--- config.mk ---
export PLATFORM = sky130hd
export DESIGN_NAME = ijtag_access_ctrl_flat
export DESIGN_NICKNAME = d
export VERILOG_FILES = /design/src/rtl/ijtag_access_ctrl_if.sv /design/src/rtl/ijtag_access_ctrl.sv /design/src/flat_wrapper.sv
export SDC_FILE = /design/constraint.sdc
export NUM_CORES = 1
export LEC_CHECK = 0
export ABC_AREA = 1
export CORE_ASPECT_RATIO = 2
export CORE_MARGIN = 3
export CORE_UTILIZATION = 53
export CTS_BUF_LIST = sky130_fd_sc_hd__clkbuf_2 sky130_fd_sc_hd__clkbuf_4 sky130_fd_sc_hd__clkbuf_8
export DETAILED_ROUTE_END_ITERATION = 6
export PLACE_DENSITY = 0.79
export SLEW_MARGIN = 20
export SYNTH_ARGS = -nofsm -noshare
export SYNTH_HDL_FRONTEND = slang
export SYNTH_SLANG_ARGS = --single-unit
--- constraint.sdc ---
create_clock -name ijtag_tck -period 2.1 [get_ports ijtag_tck]
set_input_delay 0.21 -clock ijtag_tck [delete_from_list [all_inputs] [get_ports ijtag_tck]]
set_output_delay 0.21 -clock ijtag_tck [all_outputs]
set_load 0.03 [all_outputs]
--- src/rtl/ijtag_access_ctrl_if.sv ---
// Host command/response port of the IJTAG access controller.
// master = host side, slave = controller side.
interface ijtag_access_ctrl_if #(
  parameter int MAX_LEN = 64
);
  localparam int LEN_W = $clog2(MAX_LEN + 1);

  logic               cmd_valid;
  logic               cmd_ready;
  logic [LEN_W-1:0]   cmd_len;
  logic               cmd_capture;
  logic               cmd_update;
  logic [MAX_LEN-1:0] cmd_data;
  logic               rsp_valid;
  logic               rsp_ready;
  logic [MAX_LEN-1:0] rsp_data;

  modport master (
    output cmd_valid, cmd_len, cmd_capture, cmd_update, cmd_data, rsp_ready,
    input  cmd_ready, rsp_valid, rsp_data
  );

  modport slave (
    input  cmd_valid, cmd_len, cmd_capture, cmd_update, cmd_data, rsp_ready,
    output cmd_ready, rsp_valid, rsp_data
  );
endinterface

--- src/rtl/ijtag_access_ctrl.sv ---
// IJTAG scan-network initiator: runs capture / N shifts / update per host command.
// Optional network-reset phase enabled by defining IJTAG_CTRL_NET_RESET_EN.
module ijtag_access_ctrl #(
  parameter int MAX_LEN = 64
) (
  input  logic               ijtag_tck,
  input  logic               ijtag_reset,
  ijtag_access_ctrl_if.slave cmd_if,
  output logic               ijtag_sel,
  output logic               ijtag_ce,
  output logic               ijtag_se,
  output logic               ijtag_ue,
  output logic               ijtag_si,
  input  logic               ijtag_so
`ifdef IJTAG_CTRL_NET_RESET_EN
  ,
  input  logic               cmd_net_reset,
  output logic               ijtag_net_reset
`endif
);
  localparam int LEN_W = $clog2(MAX_LEN + 1);
  localparam int IDX_W = (MAX_LEN > 1) ? $clog2(MAX_LEN) : 1;
  localparam logic [LEN_W-1:0] LEN_MAX = LEN_W'(MAX_LEN);

  localparam logic [2:0] S_IDLE  = 3'd0;
  localparam logic [2:0] S_NRST  = 3'd1;
  localparam logic [2:0] S_CAP   = 3'd2;
  localparam logic [2:0] S_SHIFT = 3'd3;
  localparam logic [2:0] S_UPD   = 3'd4;
  localparam logic [2:0] S_RESP  = 3'd5;

  logic [2:0]         state_q, state_d;
  logic [LEN_W-1:0]   len_q, len_d;
  logic [LEN_W-1:0]   cnt_q, cnt_d;
  logic               cap_q, cap_d;
  logic               upd_q, upd_d;
  logic [MAX_LEN-1:0] sdata_q, sdata_d;
  logic [MAX_LEN-1:0] rsp_q, rsp_d;
  logic               sel_q, sel_d;
  logic               ce_q, ce_d;
  logic               se_q, se_d;
  logic               ue_q, ue_d;
  logic               si_q, si_d;
  logic               cmd_ready_q, cmd_ready_d;
  logic               rsp_valid_q, rsp_valid_d;
  logic [LEN_W-1:0]   len_clamped;

`ifdef IJTAG_CTRL_NET_RESET_EN
  logic [1:0]         nrst_cnt_q, nrst_cnt_d;
  logic               nrst_act_q, nrst_act_d;
`endif

  // Next work phase after 'from', skipping phases that have nothing to do.
  function automatic logic [2:0] stage_after(input logic [2:0] from, input logic cap,
                                             input logic len_nz, input logic upd);
    if ((from == S_IDLE || from == S_NRST) && cap) return S_CAP;
    if (from != S_SHIFT && len_nz) return S_SHIFT;
    if (upd) return S_UPD;
    return S_RESP;
  endfunction

  assign len_clamped = (cmd_if.cmd_len > LEN_MAX) ? LEN_MAX : cmd_if.cmd_len;

  always_comb begin
    state_d = state_q;
    len_d   = len_q;
    cnt_d   = cnt_q;
    cap_d   = cap_q;
    upd_d   = upd_q;
    sdata_d = sdata_q;
    rsp_d   = rsp_q;
`ifdef IJTAG_CTRL_NET_RESET_EN
    nrst_cnt_d = nrst_cnt_q;
`endif
    case (state_q)
      S_IDLE: begin
        if (cmd_if.cmd_valid) begin
          len_d   = len_clamped;
          cnt_d   = '0;
          cap_d   = cmd_if.cmd_capture;
          upd_d   = cmd_if.cmd_update;
          sdata_d = cmd_if.cmd_data;
          rsp_d   = '0;
          state_d = stage_after(S_IDLE, cmd_if.cmd_capture, len_clamped != '0, cmd_if.cmd_update);
`ifdef IJTAG_CTRL_NET_RESET_EN
          nrst_cnt_d = '0;
          if (cmd_net_reset) state_d = S_NRST;
`endif
        end
      end
`ifdef IJTAG_CTRL_NET_RESET_EN
      S_NRST: begin
        nrst_cnt_d = nrst_cnt_q + 2'd1;
        if (nrst_cnt_q == 2'd3) state_d = stage_after(S_NRST, cap_q, len_q != '0, upd_q);
      end
`endif
      S_CAP: state_d = stage_after(S_CAP, cap_q, len_q != '0, upd_q);
      S_SHIFT: begin
        // so is sampled at the posedge closing shift cnt_q; the next si bit moves to sdata[0].
        rsp_d[cnt_q[IDX_W-1:0]] = ijtag_so;
        sdata_d = sdata_q >> 1;
        cnt_d   = cnt_q + LEN_W'(1);
        if (cnt_d == len_q) state_d = stage_after(S_SHIFT, cap_q, 1'b1, upd_q);
      end
      S_UPD:  state_d = S_RESP;
      S_RESP: if (cmd_if.rsp_ready) state_d = S_IDLE;
      default: state_d = S_IDLE;
    endcase

    // Bus outputs are registered copies of what the next state presents.
    sel_d       = (state_d == S_CAP) || (state_d == S_SHIFT) || (state_d == S_UPD);
    ce_d        = (state_d == S_CAP);
    se_d        = (state_d == S_SHIFT);
    ue_d        = (state_d == S_UPD);
    si_d        = (state_d == S_SHIFT) && sdata_d[0];
    cmd_ready_d = (state_d == S_IDLE);
    rsp_valid_d = (state_d == S_RESP);
`ifdef IJTAG_CTRL_NET_RESET_EN
    nrst_act_d  = (state_d == S_NRST);
`endif
  end

  always_ff @(posedge ijtag_tck or negedge ijtag_reset) begin
    if (!ijtag_reset) begin
      state_q     <= S_IDLE;
      len_q       <= '0;
      cnt_q       <= '0;
      cap_q       <= 1'b0;
      upd_q       <= 1'b0;
      sdata_q     <= '0;
      rsp_q       <= '0;
      sel_q       <= 1'b0;
      ce_q        <= 1'b0;
      se_q        <= 1'b0;
      ue_q        <= 1'b0;
      si_q        <= 1'b0;
      cmd_ready_q <= 1'b1;
      rsp_valid_q <= 1'b0;
`ifdef IJTAG_CTRL_NET_RESET_EN
      nrst_cnt_q  <= '0;
      nrst_act_q  <= 1'b0;
`endif
    end else begin
      state_q     <= state_d;
      len_q       <= len_d;
      cnt_q       <= cnt_d;
      cap_q       <= cap_d;
      upd_q       <= upd_d;
      sdata_q     <= sdata_d;
      rsp_q       <= rsp_d;
      sel_q       <= sel_d;
      ce_q        <= ce_d;
      se_q        <= se_d;
      ue_q        <= ue_d;
      si_q        <= si_d;
      cmd_ready_q <= cmd_ready_d;
      rsp_valid_q <= rsp_valid_d;
`ifdef IJTAG_CTRL_NET_RESET_EN
      nrst_cnt_q  <= nrst_cnt_d;
      nrst_act_q  <= nrst_act_d;
`endif
    end
  end

  assign cmd_if.cmd_ready = cmd_ready_q;
  assign cmd_if.rsp_valid = rsp_valid_q;
  assign cmd_if.rsp_data  = rsp_q;
  assign ijtag_sel        = sel_q;
  assign ijtag_ce         = ce_q;
  assign ijtag_se         = se_q;
  assign ijtag_ue         = ue_q;
  assign ijtag_si         = si_q;
`ifdef IJTAG_CTRL_NET_RESET_EN
  // Gated with the async reset so the network is held in reset while the controller is.
  assign ijtag_net_reset  = ijtag_reset & ~nrst_act_q;
`endif
endmodule
--- src/flat_wrapper.sv ---
// flat-port wrapper written by rule: the top's interface ports become plain ports
module ijtag_access_ctrl_flat 
#(
  parameter int MAX_LEN = 64
)
  (ijtag_tck, ijtag_reset, ijtag_sel, ijtag_ce, ijtag_se, ijtag_ue, ijtag_si, ijtag_so, cmd_if_cmd_valid, cmd_if_cmd_len, cmd_if_cmd_capture, cmd_if_cmd_update, cmd_if_cmd_data, cmd_if_rsp_ready, cmd_if_cmd_ready, cmd_if_rsp_valid, cmd_if_rsp_data);
  ijtag_access_ctrl_if #(.MAX_LEN(MAX_LEN)) cmd_if_i ();
  input  logic ijtag_tck;
  input  logic ijtag_reset;
  output logic ijtag_sel;
  output logic ijtag_ce;
  output logic ijtag_se;
  output logic ijtag_ue;
  output logic ijtag_si;
  input  logic ijtag_so;
  input wire logic [$bits(cmd_if_i.cmd_valid)-1:0] cmd_if_cmd_valid;
  input wire logic [$bits(cmd_if_i.cmd_len)-1:0] cmd_if_cmd_len;
  input wire logic [$bits(cmd_if_i.cmd_capture)-1:0] cmd_if_cmd_capture;
  input wire logic [$bits(cmd_if_i.cmd_update)-1:0] cmd_if_cmd_update;
  input wire logic [$bits(cmd_if_i.cmd_data)-1:0] cmd_if_cmd_data;
  input wire logic [$bits(cmd_if_i.rsp_ready)-1:0] cmd_if_rsp_ready;
  output wire logic [$bits(cmd_if_i.cmd_ready)-1:0] cmd_if_cmd_ready;
  output wire logic [$bits(cmd_if_i.rsp_valid)-1:0] cmd_if_rsp_valid;
  output wire logic [$bits(cmd_if_i.rsp_data)-1:0] cmd_if_rsp_data;
  assign cmd_if_i.cmd_valid = cmd_if_cmd_valid;
  assign cmd_if_i.cmd_len = cmd_if_cmd_len;
  assign cmd_if_i.cmd_capture = cmd_if_cmd_capture;
  assign cmd_if_i.cmd_update = cmd_if_cmd_update;
  assign cmd_if_i.cmd_data = cmd_if_cmd_data;
  assign cmd_if_i.rsp_ready = cmd_if_rsp_ready;
  assign cmd_if_cmd_ready = cmd_if_i.cmd_ready;
  assign cmd_if_rsp_valid = cmd_if_i.rsp_valid;
  assign cmd_if_rsp_data = cmd_if_i.rsp_data;
  ijtag_access_ctrl #(.MAX_LEN(MAX_LEN)) u_core (.ijtag_tck(ijtag_tck), .ijtag_reset(ijtag_reset), .cmd_if(cmd_if_i), .ijtag_sel(ijtag_sel), .ijtag_ce(ijtag_ce), .ijtag_se(ijtag_se), .ijtag_ue(ijtag_ue), .ijtag_si(ijtag_si), .ijtag_so(ijtag_so));
endmodule
* Word level (Yosys, flattened, before mapping)
Cells that the tools add are included.
Word-level totals: output and inout bits 71, logic and storage cells 84, flip-flop bits (word level) 153
Operators by class: reduce and logical (&&, ||, !) cells 11, equal/unequal tests 10, mux-type cells 45, $add $sub $neg 1, order comparisons 3
Operators with widths (count):
- $pmux W64 S2 | 2
- $mux W64 | 2
- $bwmux W64 | 1
- $mux W3 | 15
- $mux W1 | 20
- $pmux W3 S5 | 1
- $mux W7 | 2
- $pmux W7 S2 | 1
- $reduce_bool A7 Y1 | 2
- $eq A3 B2 Y1 const B | 4
- $eq A3 B3 Y1 const B | 4
- $add A7 B1 Y7 const B | 1
- $eq A7 B7 Y1 | 1
- $gt A7 B7 Y1 const B | 1
- $lt A6 B7 Y1 const B | 1
- $demux W1 S6 | 1
- $ge A6 B1 Y1 const B | 1
- $logic_not A3 Y1 | 2
- $reduce_and A2 Y1 | 2
- $logic_and A1 B1 Y1 | 2
- $logic_or A1 B1 Y1 | 2
- $ne A2 B2 Y1 const B | 1
- $reduce_bool A2 Y1 | 1

* Depth between registers and ports, before layout
Gate-level depths: netlist of the first run.
depth in word-level cells 19, depth in mapped cells 14, depth with buffers taken out 14

* Least setup slack after synthesis of the first run
No wires, ideal clock.
path type register -> register, from reg u_core.cnt_q[1], to reg u_core.ce_q, in the netlist u_core.ijtag_ce, data required time 1.986 ns, path slack 0.435 ns, data arrival time 1.551 ns, library setup time 0.114 ns, path buffers 0, cell stages (with the launch flop) 13, path through dfrtp_1 > ha_1 > nand2_1 > o21ai_0 > nand2_1 > nand2_1 > nand2_1 > nor2_2 > nand2_2 > nand2_4 > nand2_2 > nand3_1 > inv_1
Between the ends: longest elaborated chain between the ends 5
RTL lines:
- start: declaration | RTL line ijtag_access_ctrl.sv:34 | logic [LEN_W-1:0] cnt_q, cnt_d;
- start signal: assignment | RTL line ijtag_access_ctrl.sv:146 | cnt_q <= cnt_d;
- $add A7 B1 Y7 | RTL line ijtag_access_ctrl.sv:102 | cnt_d = cnt_q + LEN_W'(1);
- $eq A7 B7 Y1 | RTL line ijtag_access_ctrl.sv:103 | if (cnt_d == len_q) state_d = stage_after(S_SHIFT, cap_q, 1'b1, upd_q);
- $mux W3 | RTL line ijtag_access_ctrl.sv:103
- $pmux W3 S5 | RTL line ijtag_access_ctrl.sv:75 | case (state_q)
- via u_core.state_d[1] | RTL line ijtag_access_ctrl.sv:32 | logic [2:0] state_q, state_d;
- $eq A3 B2 Y1 | RTL line ijtag_access_ctrl.sv:112 | ce_d = (state_d == S_CAP);
- via u_core.ce_d | RTL line ijtag_access_ctrl.sv:40 | logic ce_q, ce_d;
- end signal: assignment | RTL line ijtag_access_ctrl.sv:133 | ce_q <= 1'b0;
- end signal: assignment | RTL line ijtag_access_ctrl.sv:152 | ce_q <= ce_d;
- end: declaration | RTL line ijtag_access_ctrl.sv:40
The timed path passes the listed nets, and every way through them passes these cells. A chain may end at the register's enable or synchronous reset.

* Worst setup path after layout of the first run
from reg u_core.cnt_q[0], to reg u_core.ce_q, in the netlist u_core.ijtag_ce
The elaborated chain is that of the path after synthesis.

==> results of run 1 <==
synth_stat cells, drive strengths merged:
library cell  instances
nand4                 2
o221ai               39
clkinv                5
clkbuf               32
nor3                  8
o21bai                1
a21oi                54
o211ai                2
nand3                24
o31ai                 5
inv                 110
nor2                 73
a31oi                 1
a32o                 52
o22ai                11
dfrtp               152
ha                    1
buf                  24
o21ai                93
a21boi                1
nand2               112
dfstp                 1
kinds of logic after synthesis:
kind of cell	synth area share, %
buf+inv	9.893
fa+ha+maj	0.1729
compound gates	24.27
flops	52.94
simple gates	12.73
worst reg2reg max path, cell delays in order, from the launching register on:
cell     delay (ns)
dfrtp_2        0.45
ha_1           0.19
nand2_1        0.14
o21ai_0        0.26
nand2_1        0.11
nand2_1        0.08
nand2_1        0.06
nor2_2         0.14
nand2_2        0.08
nand2_4        0.09
nand2_2        0.08
nand3_1        0.10
inv_1          0.04
registers in the layout, summed over array words and instances (netlist names):
register	count
u_core.ijtag_ue	1
u_core.cmd_if.cmd_ready	1
u_core.cnt_q	7
u_core.sdata_q	64
u_core.ijtag_sel	1
u_core.ijtag_ce	1
u_core.ijtag_se	1
u_core.ijtag_si	1
u_core.upd_q	1
u_core.cmd_if.rsp_valid	1
u_core.state_q	3
u_core.cmd_if.rsp_data	64
u_core.len_q	7
area by class of cell:
class                   count  area (sq um)
repair buffers            168          1730
clock buffers              20         269.0
well taps                 152         190.2
flip-flops and latches    153          3832
inverters                 115         432.9
clock inverters            12         138.9
fillers                  1033          3926
multi-input cells         479          2694
report_power, final:
part | switching (W) | leakage [nW] | total [W] | internal [W]
registers | 0.000373 | 2.00 | 0.00423 | 0.00386
clock network | 0.00113 | 0.196 | 0.00227 | 0.00115
logic | 0.00380 | 1.83 | 0.00587 | 0.00207
total | 0.00530 | 4.02 | 0.0124 | 0.00707
per-layer routing:
metal | share of wire (%) | global-route usage [%] | vias to the layer above
met4 | 4.0 | 11.64 | 0
li1 | - | - | 3039
met5 | 0 | 0 | -
met2 | 55 | 45.06 | 221
met1 | 36 | 28.17 | 3194
met3 | 4.6 | 4.123 | 46
stage by stage:
| stage | util (%) | total power [W] | instance area (sq um) | cells |
|---|---|---|---|---|
| after floorplan | - | 0.008442 | 7234 | 803 |
| after global placement | 67.11 | 0.009829 | 8867 | 1066 |
| after detailed placement | 67.11 | 0.01012 | 8867 | 1066 |
| after CTS | 70.27 | 0.01240 | 9285 | 1099 |
| after global routing | 70.29 | 0.01327 | 9288 | 1099 |
| final | 70.29 | 0.01237 | 9288 | 1099 |
what timing repair did:
item / CTS / global route
gates resized for setup: 0 / 2
hold endpoints to repair: 56 / 0
hold buffers: 1 / 0
setup endpoints to repair: 0 / 6
final timing paths:
kind,start,to,cells after the start
setup / recovery,u_core.cnt_q[0],u_core.ijtag_ce,12
hold / removal,ijtag_reset,u_core.cmd_if.rsp_data[12],2
setup reg to reg,u_core.cnt_q[0],u_core.ijtag_ce,12
hold reg to reg,u_core.cmd_if.rsp_data[55],u_core.cmd_if.rsp_data[55],2
max in group asynchronous,ijtag_reset,u_core.sdata_q[48],3
min in group ijtag_tck,cmd_if_cmd_data[27],u_core.sdata_q[27],3
cells in the final DEF, fill, tap and decap left out, drive strengths merged:
cell / instances
o211ai: 2
inv: 114
nand2: 112
buf: 21
a32o: 52
o221ai: 39
o22ai: 11
o31ai: 5
bufinv: 2
clkdlybuf4s50: 146
a31oi: 1
a21oi: 54
dfstp: 1
nor3: 8
nand3: 24
o21bai: 1
clkinvlp: 4
a21boi: 1
nor2: 73
nand4: 2
ha: 1
dlygate4sd3: 1
clkinv: 7
clkbuf: 20
o21ai: 93
dfrtp: 152
==> reports/results.ini, run 1 <==
[run_status]
status=finished clean

[floorplanning]
start_util_pct=54.75
die_w_um=88.62
core_sq_um=13210
pin_count=149
fp.dieH_um=171.2
die_area_sq_um=15170
num_rows=59

[finish]
nets=1013
antennaDiodeCount=0
area_growth_pct=28.38
drive_above_1_share_pct=8.025

[route]
detail_route.iter0.violations=393
routed_wl_um=18440
ant_nets=0
drt_drc_violations_left=0
drt_first_pass_iters=5
num_vias=6500
viasPerCell=5.914
wl_per_cell_um=16.78

[timing]
slew_violations=0
tns_ns=0
period_minus_slack_ns=1.922
max_freq_mhz=520.2
fin_hold_ws_ns=0.2833
fin_ws_ns=0.1777
hold_viol_final=0
relSlewSlack_pct=57.95
period_share_pct=91.54
setup_viol=0
rsz0062_at_grt=no
finClkSkew_ns=0.01598
worst_slew_pin_slew_ns=0.6308

[clock_network]
clk_pin_slew_ns=0.09
post-cts-setup-buffers=0
cts_buffers=17
clk_path_buf_depth=2
cts_sinks=153
htree_levels=4
cts_root_buf=clkbuf_8
cts_tree=yes
clock_latency_ns=0.45

[global_route]
grtUsageTotal_pct=25.04
grt_pass1_wl_um=29840
antenna_found_initial=0
grt_max_degree=65
overflow=0
grt_pass1_vias=6384

[worst_setup_path]
endpoint_kind=flip-flop
critPathBufInv=1
cp.required_ns=2.44
cp_slowest_cell=dfrtp_2
reg2reg_slack_ns=0.18
critPathLaunchType=flip-flop
crit_family=simple AND/OR/NAND/NOR gates
critical_path_class=flip-flop to flip-flop
crit_path_frequent_cell=nand2_1
path_cells=ha_1 > nand2_1 > o21ai_0 > nand2_1 > nand2_1 > nand2_1 > nor2_2 > nand2_2 > nand2_4 > nand2_2 > nand3_1 > inv_1
cp_max_fo=8
critPathArrivalTime_ns=2.27
critical_path.max_stage_delay_ns=0.45

[synth]
seq_area_frac_synth_pct=52.94
yosysTopAreaCell=dfrtp_1
synth_nets=882
syn_area_sq_um=7234
synth_cell_types=34
yosys.area.top_type_share_pct=52.58
synthCells=803
ys_warn_count=0
ys_seq_elements=153
syn-mean-instance-area_sq_um=9.009
ys_top_cells_by_area=dfrtp_1 53%, a32o_1 7.2%, o21ai_0 6.2%

[power_and_ir_drop]
leakagePower_nw=4.022
ir_drop_v=0.0009706
pwr_density_cell_nw_per_um2=1332

[place]
finalWeightedCongestion=0.8390
dpl_worst_slack_ns=0.1017
portBuffers=148
place.detailed.hpwl_um=13320

[worst_hold_path]
min_path_type=input pin to asynchronous set/reset pin

[job]
drv_cap=0

Power figures use the tool's default switching activity.
==> inputs of run 2 (changes only) <==
--- a/config.mk
+++ b/config.mk
@@ -11,7 +11,7 @@
 export CORE_UTILIZATION = 53
 export CTS_BUF_LIST = sky130_fd_sc_hd__clkbuf_2 sky130_fd_sc_hd__clkbuf_4 sky130_fd_sc_hd__clkbuf_8
 export DETAILED_ROUTE_END_ITERATION = 6
-export PLACE_DENSITY = 0.79
+export PLACE_DENSITY = 0.82
 export SLEW_MARGIN = 20
 export SYNTH_ARGS = -nofsm -noshare
 export SYNTH_HDL_FRONTEND = slang
==> run 2 against run 1 <==
Against the previous run:
- count of clock-buffer cells in the layout down 1
- routed wire length shrank 0.99%
- non-clock buffer count down 2
- hold slack worse by 0.057 ns
- first-iteration DRC count rose by 4.1%
- power increased by 0.70%
- critical endpoint is now u_core.cmd_if.rsp_data[44]
- largest power group unchanged
==> reports/results.ini, run 2 (synthesis gave the netlist of run 1 again) <==
[floorplanning]
fp.dieH_um=171.2  ; unchanged
core_sq_um=13210  ; unchanged
die_w_um=88.62  ; unchanged
die_area_sq_um=15170  ; unchanged
pin_count=149  ; unchanged
start_util_pct=54.75  ; unchanged
num_rows=59  ; unchanged

[global_route]
grtUsageTotal_pct=25.67  ; +0.63 points
grt_max_degree=70  ; +7.7%
grt_pass1_vias=6504  ; +1.9%
overflow=0  ; unchanged
antenna_found_initial=0  ; unchanged
grt_pass1_wl_um=30360  ; +1.8%

[worst_setup_path]
cp_slowest_cell=dfrtp_1
critPathBufInv=2  ; +1
endpoint_kind=flip-flop
r2r_cells=6  ; -6
cp_max_fo=9  ; +1
critPathLaunchType=flip-flop
worstReg2RegEnd=u_core.cmd_if.rsp_data[44]
critical_path.max_stage_delay_ns=0.51  ; +0.06 ns
cp.required_ns=2.45  ; about the same
path_cells=inv_1 > nor2_1 > inv_1 > nor2_1 > o21ai_0 > a32o_1
critical_path_class=flip-flop to flip-flop
r2r_start=u_core.cnt_q[3]
crit_family=simple AND/OR/NAND/NOR gates
critPathArrivalTime_ns=2.21  ; -0.06 ns
reg2reg_slack_ns=0.24  ; +0.06 ns

[clock_network]
htree_levels=4  ; unchanged
cts_tree=yes
cts_sinks=153  ; unchanged
clk_path_buf_depth=2  ; unchanged
post-cts-setup-buffers=0  ; unchanged
cts_buffers=17  ; unchanged
cts_root_buf=clkbuf_8
clock_latency_ns=0.45  ; about the same
clk_pin_slew_ns=0.09  ; about the same

[power_and_ir_drop]
ir_drop_v=0.001007  ; +3.7%
leakagePower_nw=4.032  ; +0.25%
pwr_density_cell_nw_per_um2=1341  ; +0.65%

[place]
place.detailed.hpwl_um=12940  ; -2.8%
dp.cells=1064  ; -0.19%
dpl_cell_area_sq_um=8840  ; -0.31%
finalWeightedCongestion=0.8453  ; +0.75%
portBuffers=148  ; unchanged

[timing]
worst_slew_pin_slew_ns=0.5977  ; -0.03307 ns
slew_violations=0  ; unchanged
tns_ns=0  ; unchanged
rsz0062_at_grt=no
hold_viol_final=0  ; unchanged
finClkSkew_ns=0.01940  ; +0.003413 ns
period_share_pct=88.77  ; -2.8 points
max_freq_mhz=536.4  ; +3.1%
setup_viol=0  ; unchanged
period_minus_slack_ns=1.864  ; -0.05823 ns
relSlewSlack_pct=60.15  ; +2.2 points

[finish]
fillers=1020  ; -1.3%
final_cell_mix=150 x dfrtp_1, 146 x clkdlybuf4s50_1, 107 x inv_1, 104 x nand2_1, 89 x o21ai_0
final_area_sq_um=9291  ; about the same
area_growth_pct=28.43  ; about the same
layout_commonest_cell=dfrtp_1
finalNonFillerCells=1097  ; -0.18%
nets=1011  ; -0.20%
drive_above_1_share_pct=7.831  ; -0.19 points
antennaDiodeCount=0  ; unchanged

[route]
num_vias=6397  ; -1.6%
detail_route.iter0.violations=409  ; +4.1%
viasPerCell=5.831  ; -1.4%
drt_first_pass_iters=6  ; +1
ant_nets=0  ; unchanged
wl_per_cell_um=16.64  ; -0.81%
routed_wl_um=18260  ; -0.99%
drt_drc_violations_left=0  ; unchanged

[run_status]
status=finished clean

[worst_hold_path]
min_path_type=input pin to flip-flop
worst_hold_path.num_cells=2
hold_end=u_core.cmd_if.rsp_data[61]
min_from=ijtag_so

[job]
drv_cap=0  ; unchanged

## run 2: power by group
group / switching (W) / total, W / internal [W] / leakage [nW]
registers: 0.000386 / 0.00424 / 0.00386 / 2.00
logic: 0.00377 / 0.00575 / 0.00198 / 1.81
clock network: 0.00112 / 0.00246 / 0.00134 / 0.222
total: 0.00528 / 0.0125 / 0.00717 / 4.03
## run 2: cell type report
cell class              instances  area, sq um  share of cell area [%]
multi-input cells             479         2694                   28.99
flip-flops and latches        153         3832                   41.25
clock inverters                13        190.2                   2.047
repair buffers                166         1703                   18.33
inverters                     115        432.9                   4.659
clock buffers                  19        249.0                   2.680
well taps                     152        190.2                   2.047
## run 2: timing repair
| item | 4_1_cts | 5_1_grt |
|---|---|---|
| hold buffers | 1 | 0 |
| hold endpoints to repair | 58 | 0 |
| gates resized for setup | 0 | 2 |
| endpoints found under the setup margin | 0 | 6 |
## run 2: how the worst max path moves through the flow
stage	cells after the start	endpoint	start	slack [ns]
after floorplan	12	u_core.ijtag_ce	u_core.cnt_q[1]	0.43
after global placement	9	u_core.ijtag_ce	cmd_if_cmd_len[0]	0.21
after detailed placement	7	u_core.sdata_q[1]	cmd_if_cmd_valid	0.17
after CTS	12	u_core.ijtag_ce	u_core.cnt_q[1]	0.19
after global routing	12	u_core.ijtag_ce	u_core.cnt_q[0]	0.01
final	6	u_core.cmd_if.rsp_data[44]	u_core.cnt_q[3]	0.24
## run 2: worst register-to-register path: stages, from the launching register on
cell     delay, ns
dfrtp_1       0.51
inv_1         0.17
nor2_1        0.37
inv_1         0.20
nor2_1        0.18
o21ai_0       0.10
a32o_1        0.23
## run 2: routing by layer
metal / part of all wire [%] / global-route usage [%] / up-vias / wire (um)
met4: 3.6 / 12.37 / 0 / 663
met2: 56 / 46.14 / 201 / 10240
met3: 3.6 / 4.650 / 47 / 656
met1: 37 / 28.45 / 3117 / 6701
met5: 0 / 0 / - / 0
li1: - / - / 3032 / -
## run 2: through the flow
stage | power, W | setup WS, ns | hold WS, ns | utilization, %
2_1_floorplan | 0.008442 | 0.4346 | -0.08559 | -
3_3_place_gp | 0.009822 | 0.2147 | 0.2311 | 66.90
3_5_place_dp | 0.01000 | 0.1732 | 0.2314 | 66.90
4_1_cts | 0.01249 | 0.1920 | 0.2034 | 70.30
5_1_grt | 0.01340 | 0.01166 | 0.2178 | 70.32
6_report | 0.01246 | 0.2359 | 0.2267 | 70.32
==> inputs of run 3 (changes only) <==
--- a/config.mk
+++ b/config.mk
@@ -12,6 +12,7 @@
 export CTS_BUF_LIST = sky130_fd_sc_hd__clkbuf_2 sky130_fd_sc_hd__clkbuf_4 sky130_fd_sc_hd__clkbuf_8
 export DETAILED_ROUTE_END_ITERATION = 6
 export PLACE_DENSITY = 0.82
+export SETUP_SLACK_MARGIN = 0.5
 export SLEW_MARGIN = 20
 export SYNTH_ARGS = -nofsm -noshare
 export SYNTH_HDL_FRONTEND = slang
==> run 3 against run 2 <==
Against the previous run:
- the flow now finishes with violations (DRC)
- final cell count rose by 5.6%
- routed wire length rose by 34%
- non-clock buffer count rose by 59
- sequential cell count did not move
- register-to-register slack got worse by 0.02 ns
- setup slack got worse by 0.017 ns
- cell area rose by 16%
- combinational power rose by 76%
- critical path type unchanged
- highest routed layer unchanged
==> reports/results.ini, run 3 (synthesis gave the netlist of run 1 again) <==
[run_status]
status=finished, violations left
violations=DRC

[power_and_ir_drop]
ir_drop_v=0.001052  ; +4.5%
pwr-share-clk_pct=15.4  ; -4.3 points
pwr_density_cell_nw_per_um2=1574  ; +17%
leakagePower_nw=4.937  ; +22%
p_seq_share_pct=25.3  ; -8.8 points
p_switching_w=0.007287  ; +38%
internal_power_w=0.009695  ; +35%
power_w=0.01698  ; +36%
combPwrFrac_pct=59.3  ; +13 points
swShare_pct=42.91  ; +0.51 points

[worst_setup_path]
r2r_start=u_core.cnt_q[2]
worstReg2RegEnd=u_core.cmd_if.rsp_data[9]
critical_path.max_stage_delay_ns=0.47  ; -0.04 ns
cp_slowest_cell=dfrtp_2
critPathLaunchType=flip-flop
r2r_cells=6  ; unchanged
cp_max_fo=7  ; -2
endpoint_kind=flip-flop
path_cells=buf_4 > nor3_1 > inv_2 > nor2_1 > o21ai_0 > a32o_1
critical_path_class=flip-flop to flip-flop
critPathArrivalTime_ns=2.22  ; about the same
reg2reg_slack_ns=0.22  ; -0.02 ns
cp.required_ns=2.43  ; -0.02 ns

[global_route]
grt_pass1_vias=6702  ; +3.0%
grt_max_degree=70  ; unchanged
antenna_found_initial=0  ; unchanged
grtUsageTotal_pct=26.69  ; +1.0 points
grt_pass1_wl_um=31790  ; +4.7%
overflow=0  ; unchanged

[finish]
antennaDiodeCount=0  ; unchanged
final_area_sq_um=10790  ; +16%
layout_commonest_cell=dfrtp_1
area_growth_pct=49.12
nets=1073  ; +6.1%
drive_above_1_share_pct=27.63  ; +20 points
final_cell_mix=146 x dfrtp_1, 93 x nand2_1, 90 x inv_1, 75 x clkdlybuf4s50_1, 70 x dlygate4sd2_1
postLayoutCoreUtil_pct=81.64  ; +11 points

[timing]
setup_viol=0  ; unchanged
tns_ns=0  ; unchanged
rsz0062_at_grt=yes
slew_violations=0  ; unchanged
period_share_pct=89.56  ; +0.80 points
max_freq_mhz=531.7  ; -0.89%
hold_viol_final=0  ; unchanged
period_minus_slack_ns=1.881  ; +0.01670 ns
worst_slew_pin_slew_ns=0.5411  ; -0.05666 ns
relSlewSlack_pct=63.93  ; +3.8 points
finClkSkew_ns=0.01623  ; -0.003167 ns

[job]
drv_cap=0  ; unchanged

[place]
finalWeightedCongestion=0.9266  ; +9.6%
portBuffers=148  ; unchanged
place.detailed.hpwl_um=12730  ; -1.6%
dpl_cell_area_sq_um=8872  ; +0.37%

[floorplanning]
core_sq_um=13210  ; unchanged
start_util_pct=54.75  ; unchanged
num_rows=59  ; unchanged
pin_count=149  ; unchanged
fp.dieH_um=171.2  ; unchanged
die_w_um=88.62  ; unchanged
die_area_sq_um=15170  ; unchanged

[clock_network]
cts_buffers=17  ; unchanged
cts_tree=yes
cts_root_buf=clkbuf_8
clk_path_buf_depth=2  ; unchanged
clock_latency_ns=0.44  ; about the same
htree_levels=4  ; unchanged
clk_pin_slew_ns=0.08  ; about the same
cts_sinks=153  ; unchanged

[route]
num_vias=7292  ; +14%
highest-signal-layer=met4
detail_route.iter0.violations=504  ; +23%
wl_met1_um=8339  ; +24%
routed_wl_um=24500  ; +34%
ant_nets=0  ; unchanged
route.met2.wl_um=13280  ; +30%
viasPerCell=6.297  ; +8.0%
drt_first_pass_iters=7  ; +1
wl_per_cell_um=21.16  ; +27%
drt_drc_violations_left=1  ; +1
dr_wl_met3_um=1247  ; +90%

[worst_hold_path]
min_path_type=input pin to asynchronous set/reset pin

[run 3: cell count changes in the layout (fill, tap and decap cells not counted), sizes merged, moves of 2 or more]
cell,before,now
bufinv,4,6
clkdlybuf4s50,146,75
clkinv,9,6
clkbuf,19,36
clkinvlp,1,4
dlygate4sd2,0,70
inv,114,111
buf,19,63
[run 3: how the worst max path moves through the flow]
stage	from	to	slack, ns	cells after the start
after CTS	u_core.cnt_q[0]	u_core.ijtag_ce	0.38	13
after global placement	cmd_if_cmd_len[0]	u_core.ijtag_ce	0.20	9
after floorplan	u_core.cnt_q[1]	u_core.ijtag_ce	0.51	12
after global routing	u_core.cnt_q[5]	u_core.ijtag_sel	0.14	10
after detailed placement	cmd_if_cmd_len[4]	u_core.ijtag_ce	0.13	9
final	u_core.cnt_q[2]	u_core.cmd_if.rsp_data[9]	0.22	6
[run 3: area by class of cell]
cell class	instances	area, sq um
Timing Repair inverter	2	11.26
Clock inverter	10	191.4
Multi-Input combinational cell	480	3282
Sequential cell	153	3837
Fill cell	748	2426
Clock buffer	21	270.3
Timing Repair Buffer	225	2537
Inverter	115	467.9
Tap cell	152	190.2
[run 3: worst max-delay path: cells and delay by family, from the launching register on]
kind	cells	cell delay, ns
buffers and inverters	2	0.39
DFF	1	0.47
and+or+nand+nor	2	0.61
AOI/OAI and AO/OA	2	0.31
[run 3: per-stage QoR]
stage	setup WS, ns	std cells	hold slack (ns)
finish	0.2192	1158	0.2309
global route	0.1439	1158	0.2425
CTS	0.3839	1112	0.2288
detailed placement	0.1339	1066	0.1287
global placement	0.2014	1066	0.1266
floorplan	0.5113	803	-0.08559
[run 3: routing by layer]
metal	vias up	global-route usage, %
met1	3582	30.16
met2	416	48.03
met3	123	3.883
li1	3171	-
met4	0	12.83
met5	-	0
[run 3: power groups by stage]
stage	sequential [W]	clock (W)	combinational, W
after detailed placement	0.00429	0	0.00577
after global routing	0.00436	0.00276	0.0107
final	0.00429	0.00261	0.0101
after global placement	0.00426	0	0.00564
after CTS	0.00424	0.00261	0.00636
after floorplan	0.00441	0	0.00406
[run 3: repair_timing]
item,in CTS,in global routing
resized for setup,117,195
gates cloned,3,21
setup buffers,11,25
hold endpoints to repair,33,0
hold buffers,1,0
endpoints found under the setup margin,168,144
pin swaps,10,41
==> RTL change: new RTL, settings of run 2 <==
Take the reset off `sdata_q` and load it in a clocked block of its own.
--- a/src/rtl/ijtag_access_ctrl.sv
+++ b/src/rtl/ijtag_access_ctrl.sv
@@ -127,7 +127,6 @@
       cnt_q       <= '0;
       cap_q       <= 1'b0;
       upd_q       <= 1'b0;
-      sdata_q     <= '0;
       rsp_q       <= '0;
       sel_q       <= 1'b0;
       ce_q        <= 1'b0;
@@ -146,7 +145,6 @@
       cnt_q       <= cnt_d;
       cap_q       <= cap_d;
       upd_q       <= upd_d;
-      sdata_q     <= sdata_d;
       rsp_q       <= rsp_d;
       sel_q       <= sel_d;
       ce_q        <= ce_d;
@@ -162,6 +160,10 @@
     end
   end
 
+  always_ff @(posedge ijtag_tck) begin
+    sdata_q <= sdata_d;
+  end
+
   assign cmd_if.cmd_ready = cmd_ready_q;
   assign cmd_if.rsp_valid = rsp_valid_q;
   assign cmd_if.rsp_data  = rsp_q;
Formal check against the unedited RTL: same outputs for any inputs over 10 cycles, from zero or initial values and one cycle with ijtag_reset low; that may be too few to reach the edited logic, so the function may still have changed.
==> RTL change against run 2 <==
  * Count of clock-buffer cells in the layout is 1 higher
  * Critical endpoint is now u_core.cmd_if.rsp_data[21]
  * Global-route usage is 1.0 points lower
  * Area after synthesis is 3.2% lower
  * Sequential share of layout area is 4.3 points higher
  * Power is 1.7% lower
  * Worst setup slack worse by 130 ps
  * Clock skew hardly changed
  * Via count is 9.1% lower
  * Critical path depth is 1 higher
  * Sequential cell count stayed put
  * Wire length is 1.6% lower
  * Design area is 2.2% lower
==> RTL change: results <==
set metrics [dict create \
    status "completed" \
    fin_nets 863 \
    drt_iter0_drc 439 \
    ir_drop_uv 1270 \
    hold_path_class "primary input to flop" \
    grt_use_total_pct 24.6 \
    crit_family "flip-flops" \
    drive_gt1_share_pct 9.91 \
    synth_fp_nets 723 \
    clkTransAtPathRegs_ps 80 \
    met3_usage_pct 4.09 \
    antenna_cells 0 \
    grt_use_met2_pct 43.9 \
    synthFlopType "dfrtp_1" \
    skew_ps 19.0 \
    dp_cells 914 \
    port_buffers 148 \
    cp_slowest_stage_delay_ps 570 \
    cts-root-buf "clkbuf_8" \
    numCtsBuffers 17 \
    worst_pin_slew_ps 793 \
    antenna_found_initial 0 \
    grt_pass1_vias 5683 \
    fillers 931 \
    wire_per_inst_um 19.0 \
    synth_commonest_cells "dfrtp_1 (88), nor2_1 (71), o21ai_0 (64), edfxtp_1 (63), a22o_1 (62)" \
    dpl_cell_area_sq_um 8640 \
    ys_top_cells_by_area "dfrtp_1 (31%), edfxtp_1 (27%), a22o_1 (7.8%)" \
    synth_area_per_cell_sq_um 10.9 \
    hpwl_um 12500 \
    dp_slack_ps 144 \
    reg2regPathDepth 7 \
    leakage_nw 3.62 \
    insertion_delay_ps 440 \
    grt_max_degree 98 \
    fin_cells 947 \
    crit_arrival_ps 2310 \
    vias 5817 \
    grt_pass1_wl_um 28200 \
    first_pass_iters 6 \
    synthArstFlopShare_pct 58.2 \
    h-tree-depth 4 \
    crit_path_max_fanout 10 \
    slowest_stage "dfrtp_1" \
    ys_warn_count 0 \
    holdPathStages 3 \
    ys_types 37 \
    final_core_util_pct 71.1 \
    synth-edff-count 63 \
    clockBufferDepth 2 \
    ys_seq_area_share_pct 59.1 \
    routabilityCongestion 0.941 \
    gr-usage-met1_pct 28.7 \
]
[RTL change: power by group]
group | switching (W) | leakage [nW] | internal (W) | total (W)
Sequential | 0.000464 | 1.84 | 0.00442 | 0.00488
Combinational | 0.00321 | 1.55 | 0.00171 | 0.00492
Clock | 0.00109 | 0.224 | 0.00135 | 0.00244
Total | 0.00476 | 3.62 | 0.00748 | 0.0122
[RTL change: worst paths after layout]
path                                       startpoint                          to  slack, ps
min in group asynchronous                 ijtag_reset   u_core.cmd_if.rsp_data[8]        390
hold reg to reg            u_core.cmd_if.rsp_data[31]  u_core.cmd_if.rsp_data[31]        490
setup reg to reg                      u_core.cnt_q[2]  u_core.cmd_if.rsp_data[21]        110
max in group asynchronous                 ijtag_reset  u_core.cmd_if.rsp_data[59]       1060
setup / recovery                      u_core.cnt_q[2]  u_core.cmd_if.rsp_data[21]        110
hold / removal                      cmd_if_cmd_update                u_core.upd_q        360
[RTL change: what timing repair did]
action,CTS,global route
gates resized for setup,0,1
hold buffers,1,0
hold endpoints to repair,58,0
setup buffers,0,0
setup endpoints to repair,0,6
[RTL change: final cells by class]
| type | instances | area share (%) |
|---|---|---|
| flip-flops and latches | 153 | 45.6 |
| multi-input cells | 393 | 26.8 |
| repair buffers | 168 | 18.7 |
| clock buffers | 20 | 2.89 |
| inverters | 51 | 2.11 |
| well taps | 150 | 2.07 |
| clock inverters | 12 | 1.90 |
[RTL change: metal layers]
layer	up-vias	share of wire, %
met1	2846	36
met4	0	3.1
li1	2643	-
met2	291	55
met3	37	6.5
met5	-	0
[RTL change: logic make-up after synthesis]
group | Yosys count | synth area share [%]
AO/OA/AOI/OAI | 213 | 22.9
AND/OR/NAND/NOR | 179 | 11.6
flip-flops | 153 | 59.1
buffers and inverters | 98 | 6.22
adder cells (fa/ha/maj) | 1 | 0.179
